File: src/rtl/video_timing_gen_pkg.sv
`default_nettype none
// ============================================================================
//  Module      : video_timing_gen_pkg
//  Description : Shared types, mode constants and raster helper functions for
//                the video timing generator and the videogen consumer.
//                VideoMode describes one complete raster timing: horizontal
//                and vertical sync / porch / active widths, sync polarities
//                and the interlace flag. Field 2 of an interlaced mode uses
//                its own vertical back/front porch values.
//  Revision    : 1.0 - initial release
// ============================================================================
package video_timing_gen_pkg;

    localparam int c_cnt_w = 12;

    typedef logic [c_cnt_w-1:0] cnt_t;

    // Interlace field flag as presented on the 'state' output.
    typedef enum logic {
        FIELD_1 = 1'b0,
        FIELD_2 = 1'b1
    } field_e;

    typedef struct packed {
        cnt_t h_sync;
        cnt_t h_back_porch;
        cnt_t h_active;
        cnt_t h_front_porch;
        cnt_t v_sync;
        cnt_t v_back_porch_1;
        cnt_t v_back_porch_2;
        cnt_t v_active;
        cnt_t v_front_porch_1;
        cnt_t v_front_porch_2;
        logic h_sync_pol;   // level driven while hsync is active
        logic v_sync_pol;   // level driven while vsync is active
        logic interlaced;
    } VideoMode;

    localparam VideoMode VMODE_1280x720 = '{
        h_sync: 12'd40, h_back_porch: 12'd220, h_active: 12'd1280, h_front_porch: 12'd110,
        v_sync: 12'd5, v_back_porch_1: 12'd20, v_back_porch_2: 12'd20, v_active: 12'd720,
        v_front_porch_1: 12'd5, v_front_porch_2: 12'd5,
        h_sync_pol: 1'b1, v_sync_pol: 1'b1, interlaced: 1'b0
    };

    localparam VideoMode VMODE_640x480 = '{
        h_sync: 12'd96, h_back_porch: 12'd48, h_active: 12'd640, h_front_porch: 12'd16,
        v_sync: 12'd2, v_back_porch_1: 12'd33, v_back_porch_2: 12'd33, v_active: 12'd480,
        v_front_porch_1: 12'd10, v_front_porch_2: 12'd10,
        h_sync_pol: 1'b0, v_sync_pol: 1'b0, interlaced: 1'b0
    };

    function automatic cnt_t h_total(input VideoMode m);
        return m.h_sync + m.h_back_porch + m.h_active + m.h_front_porch;
    endfunction

    function automatic cnt_t h_start(input VideoMode m);
        return m.h_sync + m.h_back_porch;
    endfunction

    function automatic cnt_t v_back_porch(input VideoMode m, input field_e f);
        return (f == FIELD_2) ? m.v_back_porch_2 : m.v_back_porch_1;
    endfunction

    function automatic cnt_t v_front_porch(input VideoMode m, input field_e f);
        return (f == FIELD_2) ? m.v_front_porch_2 : m.v_front_porch_1;
    endfunction

    function automatic cnt_t v_start(input VideoMode m, input field_e f);
        return m.v_sync + v_back_porch(m, f);
    endfunction

    function automatic cnt_t v_total(input VideoMode m, input field_e f);
        return v_start(m, f) + m.v_active + v_front_porch(m, f);
    endfunction

endpackage
`default_nettype wire

File: src/rtl/video_timing_gen_sync_delay.sv
`default_nettype none
// ============================================================================
//  Module      : video_sync_delay
//  Description : Fixed-depth shift register for the {hsync, vsync, de} bundle.
//                On reset every stage loads i_rst_value (the inactive levels),
//                so the output shows inactive levels for DEPTH clocks after
//                reset before following the input. DEPTH must be >= 1.
//  Ports       : clk, rst        - clock, synchronous active-high reset
//                i_rst_value     - value loaded into every stage on reset
//                i_data          - bundle to delay
//                o_data          - i_data delayed by DEPTH clocks
//  Revision    : 1.0 - initial release
// ============================================================================
module video_sync_delay #(
    parameter int DEPTH = 1,
    parameter int WIDTH = 3
) (
    input  logic             clk,
    input  logic             rst,
    input  logic [WIDTH-1:0] i_rst_value,
    input  logic [WIDTH-1:0] i_data,
    output logic [WIDTH-1:0] o_data
);

    logic [DEPTH-1:0][WIDTH-1:0] r_pipe;

    if (DEPTH == 1) begin : g_single
        always_ff @(posedge clk) begin
            if (rst) begin
                r_pipe[0] <= i_rst_value;
            end else begin
                r_pipe[0] <= i_data;
            end
        end
    end else begin : g_multi
        always_ff @(posedge clk) begin
            if (rst) begin
                r_pipe <= {DEPTH{i_rst_value}};
            end else begin
                r_pipe <= {r_pipe[DEPTH-2:0], i_data};
            end
        end
    end

    assign o_data = r_pipe[DEPTH-1];

endmodule
`default_nettype wire

File: src/rtl/video_timing_gen.sv
`default_nettype none
// ============================================================================
//  Module      : video_timing_gen
//  Description : Raster timing generator feeding videogen. Produces raster
//                position, active-area position, data enable, interlace field
//                flag and h/v sync, all registered and mutually consistent in
//                each cycle. Delayed copies of hsync/vsync/de line up with
//                videogen's registered pixel data.
//  Ports       : clock, reset         - pixel clock, sync active-high reset
//                videoMode            - requested timing (taken at frame start)
//                counterX/counterY    - raster position
//                visible_counterX/Y   - position inside the active area
//                de                   - active-video enable
//                state                - field flag (0 = field 1, 1 = field 2)
//                hsync, vsync         - sync, aligned with the counters
//                hsync_out, vsync_out,
//                de_out               - sync/de delayed by SYNC_DELAY clocks
//  Revision    : 1.0 - initial release
// ============================================================================
module video_timing_gen
    import video_timing_gen_pkg::*;
#(
    parameter int SYNC_DELAY = 1
) (
    input  logic        clock,
    input  logic        reset,
    input  VideoMode    videoMode,
    output logic [11:0] counterX,
    output logic [11:0] counterY,
    output logic [11:0] visible_counterX,
    output logic [11:0] visible_counterY,
    output logic        de,
    output logic        state,
    output logic        hsync,
    output logic        vsync,
    output logic        hsync_out,
    output logic        vsync_out,
    output logic        de_out
);

    VideoMode r_mode;
    field_e   r_state;

    // Raster advance, evaluated against the timing of the frame in progress.
    cnt_t     w_h_last;
    cnt_t     w_v_last;
    logic     w_x_wrap;
    logic     w_y_wrap;
    cnt_t     w_next_x;
    cnt_t     w_next_y;
    field_e   w_next_state;
    logic     w_load;
    VideoMode w_next_mode;

    // Outputs for the next position, evaluated against the timing that will
    // own that position (the new mode when a frame boundary is crossed).
    cnt_t     w_h_start;
    cnt_t     w_v_start;
    cnt_t     w_half;
    logic     w_h_act;
    logic     w_v_act;
    logic     w_de;
    cnt_t     w_vis_x;
    cnt_t     w_vis_y;
    logic     w_hs_on;
    logic     w_vs_on;

    logic [2:0] w_dly_in;
    logic [2:0] w_dly_rst;
    logic [2:0] w_dly_out;

    always_comb begin
        w_h_last     = h_total(r_mode) - 12'd1;
        w_v_last     = v_total(r_mode, r_state) - 12'd1;
        w_x_wrap     = (counterX == w_h_last);
        w_y_wrap     = w_x_wrap && (counterY == w_v_last);
        w_next_x     = w_x_wrap ? 12'd0 : counterX + 12'd1;
        w_next_y     = counterY;
        w_next_state = r_state;
        if (w_y_wrap) begin
            w_next_y     = 12'd0;
            w_next_state = (r_mode.interlaced && r_state == FIELD_1) ? FIELD_2 : FIELD_1;
        end else if (w_x_wrap) begin
            w_next_y = counterY + 12'd1;
        end
        // A full frame ends only when the raster returns to field 1.
        w_load      = w_y_wrap && (w_next_state == FIELD_1);
        w_next_mode = w_load ? videoMode : r_mode;
    end

    always_comb begin
        w_h_start = h_start(w_next_mode);
        w_v_start = v_start(w_next_mode, w_next_state);
        w_half    = h_total(w_next_mode) >> 1;
        w_h_act   = (w_next_x >= w_h_start) && (w_next_x < w_h_start + w_next_mode.h_active);
        w_v_act   = (w_next_y >= w_v_start) && (w_next_y < w_v_start + w_next_mode.v_active);
        w_de      = w_h_act && w_v_act;
        w_vis_x   = w_de    ? w_next_x - w_h_start : 12'd0;
        w_vis_y   = w_v_act ? w_next_y - w_v_start : 12'd0;
        w_hs_on   = (w_next_x < w_next_mode.h_sync);
        if (w_next_state == FIELD_2) begin
            // Field 2 vsync is shifted by half a line on both edges.
            w_vs_on = (w_next_mode.v_sync != 12'd0) &&
                      (((w_next_y == 12'd0) && (w_next_x >= w_half)) ||
                       ((w_next_y != 12'd0) && (w_next_y < w_next_mode.v_sync)) ||
                       ((w_next_y == w_next_mode.v_sync) && (w_next_x < w_half)));
        end else begin
            w_vs_on = (w_next_y < w_next_mode.v_sync);
        end
    end

    always_ff @(posedge clock) begin
        if (reset) begin
            r_mode           <= videoMode;
            r_state          <= FIELD_1;
            counterX         <= 12'd0;
            counterY         <= 12'd0;
            visible_counterX <= 12'd0;
            visible_counterY <= 12'd0;
            de               <= 1'b0;
            hsync            <= videoMode.h_sync_pol;
            vsync            <= videoMode.v_sync_pol;
        end else begin
            r_mode           <= w_next_mode;
            r_state          <= w_next_state;
            counterX         <= w_next_x;
            counterY         <= w_next_y;
            visible_counterX <= w_vis_x;
            visible_counterY <= w_vis_y;
            de               <= w_de;
            hsync            <= w_hs_on ? w_next_mode.h_sync_pol : ~w_next_mode.h_sync_pol;
            vsync            <= w_vs_on ? w_next_mode.v_sync_pol : ~w_next_mode.v_sync_pol;
        end
    end

    assign state     = r_state;
    assign w_dly_in  = {hsync, vsync, de};
    assign w_dly_rst = {~videoMode.h_sync_pol, ~videoMode.v_sync_pol, 1'b0};

    video_sync_delay #(
        .DEPTH (SYNC_DELAY),
        .WIDTH (3)
    ) u_sync_delay (
        .clk         (clock),
        .rst         (reset),
        .i_rst_value (w_dly_rst),
        .i_data      (w_dly_in),
        .o_data      (w_dly_out)
    );

    assign hsync_out = w_dly_out[2];
    assign vsync_out = w_dly_out[1];
    assign de_out    = w_dly_out[0];

endmodule
`default_nettype wire

File: config.mk
export PLATFORM = sky130hd
export DESIGN_NAME = video_timing_gen
export DESIGN_NICKNAME = d
export VERILOG_FILES = /design/src/rtl/video_timing_gen_pkg.sv /design/src/rtl/video_timing_gen_sync_delay.sv /design/src/rtl/video_timing_gen.sv
export SDC_FILE = /design/constraint.sdc
export NUM_CORES = 1
export LEC_CHECK = 0
export ABC_AREA = 1
export CAP_MARGIN = 20
export CELL_PAD_IN_SITES_DETAIL_PLACEMENT = 2
export CELL_PAD_IN_SITES_GLOBAL_PLACEMENT = 2
export CORE_ASPECT_RATIO = 0.8
export CORE_UTILIZATION = 35
export CTS_CLUSTER_DIAMETER = 200
export CTS_CLUSTER_SIZE = 25
export DETAILED_ROUTE_END_ITERATION = 8
export GPL_ROUTABILITY_DRIVEN = 0
export PLACE_DENSITY_LB_ADDON = 0.1
export SYNTH_ARGS = -nofsm -noshare
export SYNTH_HDL_FRONTEND = slang
export SYNTH_HIERARCHICAL = 1
export SYNTH_SLANG_ARGS = --single-unit
File: constraint.sdc
create_clock -name clock -period 17.6 [get_ports clock]
set_input_delay 2.64 -clock clock [delete_from_list [all_inputs] [get_ports clock]]
set_output_delay 2.64 -clock clock [all_outputs]
set_load 0.05 [all_outputs]
==> impl_metrics.toml <==
[outcome]
status = "completed"

[drt]
ant_nets = 0
drt-total-wl_um = 64600
vias = 15800
firstDrtPassIters = 5
wl_per_cell_um = 21.1
drc_errors = 0
initialDrtViolationCount = 801
routed_via_density = 5.15

[grt]
grt_max_degree = 109
overflow = 0
grt_pass1_wl_um = 98500
antenna_found_initial = 0
track_usage = 0.288
grt_pass1_vias = 16800

[die]
die_width_um = 239
core_sq_um = 44500
placementRows = 69
die_area_sq_um = 45900
start_util = 0.355
io-pin-count = 180
die_h_um = 192

[timing]
timing.hold.ws_ns = 0.474
max_freq_mhz = 83.3
hold_violations = 0
tightest_slew_ns = 0.950
final.setup.tns_ns = 0
setup_slack_ns = 5.60
rsz0062_at_grt = "false"
finalSetupViolCount = 0
skew_ns = 0.0164
slew_headroom = 0.366
report.final.slew_viol_count = 0
finalCritPeriodShare = 0.682
finalCriticalPeriod_ns = 12.00

[pwr]
max-vdd-ir-drop_uv = 70.0
cellInternalPower_uw = 1100
switchingPower_uw = 1080
clock_power_share = 0.194
comb_power_share = 0.599
power_leakage_uw = 0.00952
seq_power_share = 0.208
p_sw_frac = 0.494
powerDensity_nw_per_um2 = 116
total_power_uw = 2180

[critical_path]
cp_slowest_stage_delay_ns = 0.74
cp.required_ns = 18.01
crit_path_end_kind = "register"
criticalPathCategory = "reg -> reg"
cp_common_cell = "nand2_1"
r2r_setup_slack_ns = 5.60
path_max_fanout = 55
path_buf_inv = 8
critPathArrivalTime_ns = 12.42
cpLargestDelayFamily = "simple AND/OR/NAND/NOR gates"
critPathSlowestCell = "inv_2"
cp-start-kind = "register"

[hold_path]
hp-class = "reg -> reg"

[yosys]
synth_cell_types = 49
syn_inst = 2296
syn_area_per_cell_sq_um = 6.87
yosys_register_bits = 178
syn_nets = 2648
async_reset_ff_frac = 0
synth_flop_cell = "dfxtp_1"
synth_area_sq_um = 15800
ys.warnings.count = 6
synth_edf_count = 25
synth_seq_area_share = 0.242

[placed_design]
dp_hpwl_um = 53600
place_ws_ns = 5.66
port_buffers = 179

[cts]
ctsResizeCount = 0
cts_max_level = 4
insertion_delay_ns = 0.49
numClockSinks = 178
holdBufCountCts = 0
cts_buffers = 17
cts_tree = "built"
cts_buffer_depth = 2
ctsRootBufferMaster = "clkbuf_16"
cts.clk_slew.worst_paths_ns = 0.09
post_cts_buffers = 0

[layout]
final_util = 0.423
area_growth_pct = 19.3
n_fill_cell = 5295
fin_nets = 2797
drive_gt1_frac = 0.0448

[run]
drv_cap = 0
[power by group through the flow]
stage / Combinational, uW / Sequential [uW] / Clock (uW)
final: 1310 / 454 / 422
after detailed placement: 1280 / 464 / 0
after global routing: 1450 / 457 / 441
after floorplan: 866 / 464 / 0
after global placement: 1200 / 462 / 0
after CTS: 1300 / 454 / 431
[placed cells by master (no fill, tap or decap), types with 4 or more instances in the layout]
| master | n |
|---|---|
| inv_1 | 424 |
| edfxtp_1 | 25 |
| or2_2 | 6 |
| a21oi_1 | 87 |
| clkbuf_16 | 17 |
| xnor2_1 | 35 |
| inv_8 | 4 |
| xor2_1 | 68 |
| clkinv_8 | 5 |
| nand3_2 | 9 |
| nand3_1 | 86 |
| fa_1 | 49 |
| o21bai_1 | 13 |
| o21ai_0 | 231 |
| nor2_2 | 14 |
| ha_1 | 178 |
| mux2i_1 | 10 |
| nor3_1 | 27 |
| inv_2 | 7 |
| a211oi_1 | 7 |
| nor2_1 | 135 |
| buf_4 | 6 |
| clkdlybuf4s50_1 | 179 |
| nor4_1 | 9 |
| nand2_2 | 27 |
| nand4_1 | 26 |
| a21o_1 | 6 |
| nand2_1 | 562 |
| nand3b_1 | 10 |
| dfxtp_1 | 153 |
| o211ai_1 | 4 |
[worst reg2reg max path, delay by kind of cell (launching register included)]
family / cells / cell delay, ns
buffers and inverters: 8 / 2.44
and+or+nand+nor: 19 / 3.09
xor gates and xnor gates: 3 / 0.77
AOI/OAI and AO/OA: 13 / 2.61
adders and majority gates: 7 / 2.35
DFF: 1 / 0.70
[synthesized netlist by cell type, drive strengths merged, types with 3 or more instances]
cell type / number / area (sq um)
a21o: 6 / 45.0
clkbuf: 47 / 176
nand3: 95 / 521
o21bai: 13 / 97.6
nor2: 149 / 594
o21ai: 235 / 1180
or2: 8 / 50.1
buf: 10 / 61.3
dfxtp: 153 / 3060
nor4: 9 / 56.3
a21oi: 88 / 444
a21boi: 3 / 22.5
nor3: 28 / 151
xor2: 68 / 596
fa: 49 / 981
nand4: 26 / 163
clkinv: 5 / 21.3
o211ai: 4 / 30.0
nand3b: 10 / 75.1
edfxtp: 25 / 751
mux2i: 10 / 100
inv: 430 / 1610
xnor2: 35 / 307
a31oi: 3 / 18.8
a211oi: 7 / 52.6
ha: 178 / 2230
nand2: 591 / 2290
[cell families (layout without fill, tap and decap cells)]
logic type                 Yosys count  count (layout)  share of synthesized area
and+or+nand+nor                    919             919                      0.249
buffers and inverters              492             654                      0.119
AOI/OAI and AO/OA                  366             366                      0.124
adders and majority gates          227             227                      0.203
DFF                                178             178                      0.242
xor gates and xnor gates           103             103                     0.0572
muxes                               10              10                    0.00635
other                                1               2                   0.000238
[per-stage QoR]
stage | std cells | instance area, sq um
final | 3062 | 18800
after global routing | 3061 | 18800
after CTS | 3060 | 18800
after detailed placement | 3028 | 18200
after global placement | 3027 | 18100
after floorplan | 2296 | 15800
[path summary, 6_finish.rpt]
check | startpoint | end | cells after the start
worst min register to register | hsync | u_sync_delay/o_data[2] | 2
worst max-delay path | state | visible_counterX[11] | 50
worst max register to register | state | visible_counterX[11] | 50
worst min-delay path | hsync | u_sync_delay/o_data[2] | 2
[cell type report]
cell class | instances | area, sq um | share of cell area
multi-input cells | 1626 | 10100 | 0.537
flip-flops and latches | 178 | 3810 | 0.203
repair buffers | 187 | 1880 | 0.100
inverters | 435 | 1640 | 0.0869
well taps | 603 | 754 | 0.0401
clock buffers | 17 | 425 | 0.0226
clock inverters | 15 | 201 | 0.0107
diodes | 1 | 2.50 | 0.000133
[state kept, by name, indices dropped and copies added, names as in the netlist]
signal and cells:
r_mode 123, state 1, de 1, u_sync_delay/o_data 3, counterY 12, visible_counterY 12, vsync 1, hsync 1
counterX 12, visible_counterX 12
[routing by layer]
metal | GRT usage | wire (um)
met1 | 0.417 | 32600
met2 | 0.442 | 27700
met3 | 0.0466 | 3220
met4 | 0.0695 | 1070
met5 | 0 | 0
No activity file was read; power rests on OpenSTA's default activity.
